## config.mk

```make
export PLATFORM = sky130hd
export DESIGN_NAME = mem_arbiter
export DESIGN_NICKNAME = d
export VERILOG_FILES = /design/src/rtl/mem_arbiter.sv
export SDC_FILE = /design/constraint.sdc
export NUM_CORES = 1
export LEC_CHECK = 0
export ABC_AREA = 1
export ABC_CLOCK_PERIOD_IN_PS = 2000
export CAP_MARGIN = 20
export CELL_PAD_IN_SITES_DETAIL_PLACEMENT = 1
export CELL_PAD_IN_SITES_GLOBAL_PLACEMENT = 2
export CORE_ASPECT_RATIO = 0.7
export CORE_MARGIN = 2
export CORE_UTILIZATION = 14
export DETAILED_ROUTE_END_ITERATION = 16
export GPL_TIMING_DRIVEN = 0
export PLACE_DENSITY = 0.88
export SETUP_SLACK_MARGIN = 0.1
export SYNTH_ARGS = -nofsm -noshare
export SYNTH_HDL_FRONTEND = slang
export SYNTH_SLANG_ARGS = --single-unit
```

## constraint.sdc

```tcl
create_clock -name Clock -period 2 [get_ports Clock]
set_input_delay 0.2 -clock Clock [delete_from_list [all_inputs] [get_ports Clock]]
set_output_delay 0.2 -clock Clock [all_outputs]
set_load 0.05 [all_outputs]
```

## src/rtl/mem_arbiter.sv

```systemverilog
// mem_arbiter
//   Shares one synchronous program/data memory between the processor and a
//   host (loader/debug) port. The processor cannot be stalled mid-instruction,
//   so the host is admitted only at instruction boundaries. The arbiter gates
//   Run, waits for Done, and holds the memory with the processor for SETTLE
//   more cycles so its registered write can land. Host bursts are capped at
//   MAX_BURST accesses. The processor then gets QUANTUM instructions before
//   the next grant, unless it is idle (run_in=0).
//
// Ports
//   Clock, Resetn        clock, asynchronous active-low reset
//   run_in / proc_run    external Run request / Run to the processor
//   proc_done            processor Done
//   proc_addr/dout/w     processor memory request
//   proc_din             memory read data to the processor
//   host_req/we/addr/wdata  host request (level), write flag, address, data
//   host_gnt             host owns the memory this cycle
//   host_ack             access accepted last cycle has completed
//   host_rdata           read data, meaningful with host_ack
//   mem_addr/wdata/we    memory request
//   mem_rdata            memory read data (one-cycle latency)
//   state_q              current arbiter state (debug)
module mem_arbiter #(
  parameter int AW        = 16,
  parameter int DW        = 16,
  parameter int MAX_BURST = 8,
  parameter int QUANTUM   = 4,
  parameter int SETTLE    = 1
) (
  input  logic          Clock,
  input  logic          Resetn,
  input  logic          run_in,
  output logic          proc_run,
  input  logic          proc_done,
  input  logic [AW-1:0] proc_addr,
  input  logic [DW-1:0] proc_dout,
  input  logic          proc_w,
  output logic [DW-1:0] proc_din,
  input  logic          host_req,
  input  logic          host_we,
  input  logic [AW-1:0] host_addr,
  input  logic [DW-1:0] host_wdata,
  output logic          host_gnt,
  output logic          host_ack,
  output logic [DW-1:0] host_rdata,
  output logic [AW-1:0] mem_addr,
  output logic [DW-1:0] mem_wdata,
  output logic          mem_we,
  input  logic [DW-1:0] mem_rdata,
  output logic [1:0]    state_q
);

  typedef enum logic [1:0] {
    ST_PROC   = 2'b00,
    ST_DRAIN  = 2'b01,
    ST_SETTLE = 2'b10,
    ST_HOST   = 2'b11
  } state_t;

  localparam logic [7:0] LP_BURST_LAST = 8'(MAX_BURST - 1);
  localparam logic [7:0] LP_QUANT      = 8'(QUANTUM);
  localparam logic [1:0] LP_SETTLE     = 2'(SETTLE);

  state_t     r_state;
  logic [7:0] r_burst_cnt;
  logic [7:0] r_quantum_cnt;
  logic [1:0] r_settle_cnt;
  logic       r_host_ack;

  state_t     w_state_nxt;
  logic [7:0] w_burst_nxt;
  logic [7:0] w_quantum_nxt;
  logic [1:0] w_settle_nxt;
  logic       w_accept;
  logic       w_host_sel;

  always_ff @(posedge Clock or negedge Resetn) begin
    if (!Resetn) begin
      r_state       <= ST_PROC;
      r_burst_cnt   <= 8'd0;
      r_quantum_cnt <= LP_QUANT;   // host is eligible straight out of reset
      r_settle_cnt  <= 2'd0;
      r_host_ack    <= 1'b0;       // an in-flight host access is dropped
    end else begin
      r_state       <= w_state_nxt;
      r_burst_cnt   <= w_burst_nxt;
      r_quantum_cnt <= w_quantum_nxt;
      r_settle_cnt  <= w_settle_nxt;
      r_host_ack    <= w_accept;
    end
  end

  always_comb begin
    w_state_nxt   = r_state;
    w_burst_nxt   = r_burst_cnt;
    w_quantum_nxt = r_quantum_cnt;
    w_settle_nxt  = r_settle_cnt;
    w_accept      = 1'b0;
    case (r_state)
      ST_PROC: begin
        if (proc_done && (r_quantum_cnt < LP_QUANT))
          w_quantum_nxt = r_quantum_cnt + 8'd1;
        // An idle processor (run_in=0) owes no quantum.
        if (host_req && ((r_quantum_cnt >= LP_QUANT) || !run_in))
          w_state_nxt = ST_DRAIN;
      end
      ST_DRAIN: begin
        // A withdrawn request wins over a coincident Done: nothing to grant.
        if (!host_req) begin
          w_state_nxt = ST_PROC;
        end else if (proc_done) begin
          w_settle_nxt = LP_SETTLE;
          w_state_nxt  = (SETTLE == 0) ? ST_HOST : ST_SETTLE;
        end
      end
      ST_SETTLE: begin
        w_settle_nxt = r_settle_cnt - 2'd1;
        if (r_settle_cnt <= 2'd1)
          w_state_nxt = ST_HOST;
      end
      ST_HOST: begin
        if (!host_req) begin
          w_state_nxt   = ST_PROC;
          w_burst_nxt   = 8'd0;
          w_quantum_nxt = 8'd0;
        end else begin
          w_accept = 1'b1;
          if (r_burst_cnt >= LP_BURST_LAST) begin
            // Burst limit: the last access still acks in the first PROC cycle.
            w_state_nxt   = ST_PROC;
            w_burst_nxt   = 8'd0;
            w_quantum_nxt = 8'd0;
          end else begin
            w_burst_nxt = r_burst_cnt + 8'd1;
          end
        end
      end
      default: w_state_nxt = ST_PROC;
    endcase
  end

  assign w_host_sel = (r_state == ST_HOST);

  // Run is combinationally forced low during reset, not just after it.
  assign proc_run   = Resetn && run_in && (r_state == ST_PROC);
  assign host_gnt   = w_host_sel;
  assign host_ack   = r_host_ack;
  assign host_rdata = mem_rdata;
  assign proc_din   = mem_rdata;

  // Single mux: only one source can ever drive mem_we.
  assign mem_addr   = w_host_sel ? host_addr  : proc_addr;
  assign mem_wdata  = w_host_sel ? host_wdata : proc_dout;
  assign mem_we     = w_host_sel ? (host_req && host_we) : proc_w;

  assign state_q    = r_state;

endmodule
```

==> impl_metrics.yaml, run 1 <==
timing:
  period_needed_ns: 1.80
  setup_viol_count_final: 0
  max-slew-margin-rel: 0.624
  worst_slew_pin_slew_ns: 0.564
  rsz0062_at_grt: "true"
  slew_viol_final: 0
  layout_setup_ws_ns: 0.202
  finClkSkew_ns: 0.00107
  hold_viol: 0
  timing.hold.ws_ns: 0.0301
  max_freq_ghz: 0.556
  finalCritPeriodShare: 0.899
synthesis:
  ys_seq_area_frac: 0.323
  syn_avg_cell_area_um2: 6.40
  synth_area_um2: 1630
  synth_cells: 255
  synth_nets: 346
  synth.distinct_cells: 23
  yosysWarnings: 0
  ys_ff_latch: 21
grt:
  first_global_vias: 2117
  grtUsageTotal: 0.0954
  grt_remaining_overflow: 0
  grt_antenna_before_repair: 0
  grt_pass1_wl_um: 9830
  grt_max_degree: 23
setup_path:
  arrival_ns: 1.60
  path_max_fanout: 7
  end_kind: "primary output"
  crit_required_ns: 1.80
  critPathBufInv: 3
  crit_chain: "buf_4 > nand3_2 > inv_2 > a22o_1 > dlygate4sd2_1"
  startpoint_type: "flip-flop"
  max_stage_delay_ns: 0.52
  crit_type: "flip-flop to primary output"
  crit_slowest_cell: "dlygate4sd2_1"
  crit_family: "buffers and inverters"
routing:
  routed_via_density: 3.65
  finalWirelength_um: 6430
  drtAntennaViolNets: 0
  vias: 2016
  first_iter_violations: 37
  wl_per_cell_um: 11.6
  dr.pass1.iters: 4
  drc: 0
power_and_ir_drop:
  p_seq_frac: 0.185
  power.switching_mw: 1.77
  power.share.clock: 0.126
  power_density_nw_per_um2: 1020
  p_int_mw: 1.56
  p_sw_frac: 0.532
  cellLeakagePower_nw: 1.61
  power_mw: 3.33
  combPwrFrac: 0.689
  vdd_drop_max_mv: 0.407
cts:
  clock_sinks: 21
  holdBufCountCts: 0
  clkLatencyLatePin_ns: 0.25
  cts_tree: "built"
  cts_setup_buffers: 0
  cts_buffers: 3
  cts.clk_slew.worst_paths_ns: 0.06
  clock_path_buffers: 2
  ctsRootBufferMaster: "clkbuf_16"
  cts_resized: 187
  h-tree-depth: 1
hold_path:
  hold_class: "primary input to asynchronous set/reset pin"
floorplanning:
  io_pins: 157
  die_w_um: 133
  start_util: 0.146
  fp.dieH_um: 94.3
  num_rows: 32
  dieArea_um2: 12500
  core_um2: 11200
outcome:
  status: "complete, no violations"
layout:
  final-seq-area_um2: 529
  drive_gt1_frac: 0.238
  nFillCells: 1370
  multi_input_area_um2: 758
  num_antenna_cells: 0
  area_growth_pct: 99.8
  nNetsFinal: 491
placement:
  io_buffers: 140
  place_hpwl_um: 5580
  place_congestion: 0.744
  pre_cts_slack_ns: -0.694
job:
  drv_cap: 0
[logic make-up after synthesis]
kind of cell	after synthesis	synth area share
xor+xnor	1	0.00537
flops	21	0.323
compound gates	9	0.0345
buf+inv	65	0.230
simple gates	155	0.377
fa+ha+maj	4	0.0307
[synth_stat cells]
cell type,instances,area (um2)
clkbuf_1,3,11.3
ha_1,4,50.1
buf_2,3,15.0
a22o_1,2,17.5
nor3_1,1,5.00
dfrtp_1,20,500
nor2_2,1,6.26
o31ai_1,1,7.51
inv_2,4,15.0
nand4_1,2,12.5
dfstp_2,1,26.3
buf_4,34,255
nor3_2,1,10.0
nand2_1,120,450
nand2_2,1,6.26
nor2_1,21,78.8
nand3_2,1,10.0
xnor2_1,1,8.76
o21ai_0,2,10.0
a21oi_1,3,15.0
inv_1,21,78.8
o22ai_1,1,6.26
nand3_1,7,35.0
[final timing paths]
check,startpoint,to,slack (ns),cells after the start
max in group asynchronous,Resetn,asynchronous set/reset pin,1.56,1
max,state_q[0],mem_we,0.20,5
min reg2reg,r_settle_cnt[0],r_settle_cnt[0],0.48,1
min,Resetn,r_settle_cnt[1],0.03,1
min in group Clock,r_settle_cnt[0],r_settle_cnt[0],0.48,1
max reg2reg,r_burst_cnt[0],r_quantum_cnt[0],0.43,10
[per-layer routing]
layer | vias up | global-route usage | share of wire
li1 | 1025 | - | -
met1 | 924 | 0.110 | 0.40
met2 | 65 | 0.181 | 0.53
met3 | 2 | 0.0286 | 0.067
met4 | 0 | 0.0108 | 0.0030
met5 | - | 0 | 0
[per-stage QoR]
step	cells	util	cell area, um2	TNS (ns)
detailed placement	548	0.290	3240	-13.75
finish	552	0.292	3260	0
CTS	552	0.290	3230	0
floorplan	255	-	1650	0
global placement	548	0.290	3240	-13.13
global route	552	0.292	3260	0
[power groups by stage]
stage          clock (mW)  combinational [mW]  sequential [mW]
6_report            0.417                2.29            0.616
5_1_grt             0.452                2.48            0.630
4_1_cts             0.432                2.30            0.613
3_5_place_dp            0                2.38            0.616
3_3_place_gp            0                2.34            0.608
2_1_floorplan           0                1.49            0.671
[state kept, by name, indices dropped and copies added, names as in the netlist, named ones only]
name	count
r_burst_cnt	8
r_quantum_cnt	8
r_settle_cnt	2
host_ack	1
state_q	1
[final cells by class]
class                           instances  share of cell area
Timing Repair Buffer                  140               0.399
Multi-Input combinational cell        169               0.233
Sequential cell                        21               0.162
Buffer                                 40              0.0936
Tap cell                              153              0.0587
Inverter                               25              0.0295
Clock buffer                            4              0.0242
[placed cells by master, fill, tap and decap left out, drive strengths merged]
master / instances
a21oi: 3
o31ai: 1
dlygate4sd2: 1
clkdlybuf4s50: 104
nor3: 2
nand4: 2
clkbuf: 17
dfrtp: 20
clkdlybuf4s15: 2
ha: 4
a22o: 2
nor2: 22
nand2: 121
xnor2: 1
o22ai: 1
o21ai: 2
dfstp: 1
buf: 60
inv: 25
nand3: 8
(Power assumes the default switching activity.)
==> run 2: changes to the inputs <==
--- a/config.mk
+++ b/config.mk
@@ -8,12 +8,13 @@
 export ABC_AREA = 1
 export ABC_CLOCK_PERIOD_IN_PS = 2000
 export CAP_MARGIN = 20
-export CELL_PAD_IN_SITES_DETAIL_PLACEMENT = 1
+export CELL_PAD_IN_SITES_DETAIL_PLACEMENT = 0
 export CELL_PAD_IN_SITES_GLOBAL_PLACEMENT = 2
 export CORE_ASPECT_RATIO = 0.7
 export CORE_MARGIN = 2
 export CORE_UTILIZATION = 14
 export DETAILED_ROUTE_END_ITERATION = 16
+export GPL_ROUTABILITY_DRIVEN = 1
 export GPL_TIMING_DRIVEN = 0
 export PLACE_DENSITY = 0.88
 export SETUP_SLACK_MARGIN = 0.1
==> run 2 against run 1 <==
Final cell count unchanged. Final area decreased by 0.54%. Via count shrank 4.8%. Power is 1.4% lower. Clock power is essentially flat. Clock-buffer cell count stayed put. Sequential power barely moved. Worst setup slack got worse by 0.0049 ns. Flip-flop and latch count unchanged. Critical path type unchanged.
==> impl_metrics.yaml, run 2 (synthesis gave the netlist of run 1 again) <==
outcome:
  status: "complete, no violations"
routing:
  wl_per_cell_um: 9.93
  finalWirelength_um: 5480
  drc: 0
  dr.pass1.iters: 4
  vias: 1920
  routed_via_density: 3.48
  first_iter_violations: 65
  drtAntennaViolNets: 0
placement:
  place_inst: 548
  place_congestion: 0.744
  io_buffers: 140
  place_area_um2: 3240
  pre_cts_slack_ns: -0.665
  place_hpwl_um: 4690
grt:
  grt_busiest_layer: "met2"
  grt_remaining_overflow: 0
  grt_max_degree: 23
  grtUsageTotal: 0.0808
  grt_pass1_wl_um: 8340
  grtUsageMet1: 0.102
  first_global_vias: 1837
  grt_antenna_before_repair: 0
  use_met3: 0.0189
  met2_usage: 0.140
layout:
  layout_common_cells: "nand2_1 (114), clkdlybuf4s50_1 (104), buf_4 (37), buf_2 (22)"
  final_common_cell: "nand2_1"
  nNetsFinal: 491
  fin_area_um2: 3240
  drive_gt1_frac: 0.238
  layout.cells.non_filler: 552
  num_antenna_cells: 0
  reg_top3: "r_burst_cnt: 8 flops, r_quantum_cnt: 8 flops, r_settle_cnt: 2 flops"
  area_growth_pct: 98.8
  final_util: 0.290
setup_path:
  path_max_fanout: 7
  max_stage_delay_ns: 0.52
  crit_slowest_cell: "dlygate4sd2_1"
  crit_type: "flip-flop to primary output"
  crit_chain: "buf_4 > nand3_2 > inv_2 > a22o_1 > dlygate4sd2_1"
  end_kind: "primary output"
  crit_required_ns: 1.80
  startpoint_type: "flip-flop"
  arrival_ns: 1.60
power_and_ir_drop:
  p_int_mw: 1.54
  power.share.clock: 0.126
  p_seq_frac: 0.187
  p_sw_frac: 0.531
  combPwrFrac: 0.686
  vdd_drop_max_mv: 0.321
  power_density_nw_per_um2: 1010
  power_mw: 3.28
  cellLeakagePower_nw: 1.61
  power.switching_mw: 1.74
floorplanning:
  core_um2: 11200
  start_util: 0.146
  num_rows: 32
  fp.dieH_um: 94.3
  die_w_um: 133
  dieArea_um2: 12500
  io_pins: 157
timing:
  layout_setup_ws_ns: 0.197
  finClkSkew_ns: 0.00210
  max-slew-margin-rel: 0.624
  finalCritPeriodShare: 0.902
  rsz0062_at_grt: "true"
  final.setup.tns_ns: 0
  timing.hold.ws_ns: 0.0267
  slew_viol_final: 0
  hold_viol: 0
  worst_slew_pin_slew_ns: 0.565
  max_freq_ghz: 0.555
  period_needed_ns: 1.80
  setup_viol_count_final: 0
cts:
  clkLatencyLatePin_ns: 0.25
  cts.clk_slew.worst_paths_ns: 0.05
  clock_sinks: 21
  h-tree-depth: 1
  holdBufCountCts: 0
  ctsRootBufferMaster: "clkbuf_16"
  cts_buffers: 3
  clock_path_buffers: 2
  cts_tree: "built"
  cts_setup_buffers: 0
job:
  drv_cap: 0
hold_path:
  hold_class: "primary input to asynchronous set/reset pin"
==> run 2: layout make-up <==
class	count	area, um2
clock buffers	4	78.8
inverters	25	93.8
flip-flops and latches	21	529
fillers	1200	7930
well taps	153	191
plain buffers	40	302
repair buffers	140	1290
multi-input cells	169	758
==> run 2: worst paths after layout <==
| kind | from | to | slack (ns) | depth (start not counted) |
|---|---|---|---|---|
| worst min register to register | r_settle_cnt[0] | r_settle_cnt[0] | 0.48 | 1 |
| worst max register to register | r_burst_cnt[0] | r_quantum_cnt[1] | 0.49 | 10 |
| min in group Clock | r_settle_cnt[0] | r_settle_cnt[0] | 0.48 | 1 |
| worst max-delay path | state_q[0] | mem_we | 0.20 | 5 |
| worst min-delay path | Resetn | host_ack | 0.03 | 1 |
| max in group asynchronous | Resetn | state_q[0] | 1.56 | 1 |
==> run 2: critical path, delay by kind of cell, from the launching register on <==
| family | cells | cell delay (ns) |
|---|---|---|
| buffers and inverters | 3 | 0.77 |
| DFF | 1 | 0.35 |
| AOI/OAI and AO/OA | 1 | 0.12 |
| and+or+nand+nor | 1 | 0.11 |
==> run 2: per-layer routing <==
layer  up-vias  wire (um)
li1       1019          -
met4         0         58
met2        62       2770
met5         -          0
met1       835       2320
met3         4        339
==> run 2: repair_timing <==
action,CTS,global route
cloned,0,0
setup endpoints to repair,35,25
gates resized for setup,173,26
==> run 2: power by group through the flow <==
stage | registers, mW | logic [mW] | clock network (mW)
after CTS | 0.616 | 2.27 | 0.431
after global placement | 0.608 | 2.34 | 0
after global routing | 0.626 | 2.43 | 0.452
after floorplan | 0.671 | 1.49 | 0
final | 0.615 | 2.25 | 0.414
after detailed placement | 0.614 | 2.35 | 0
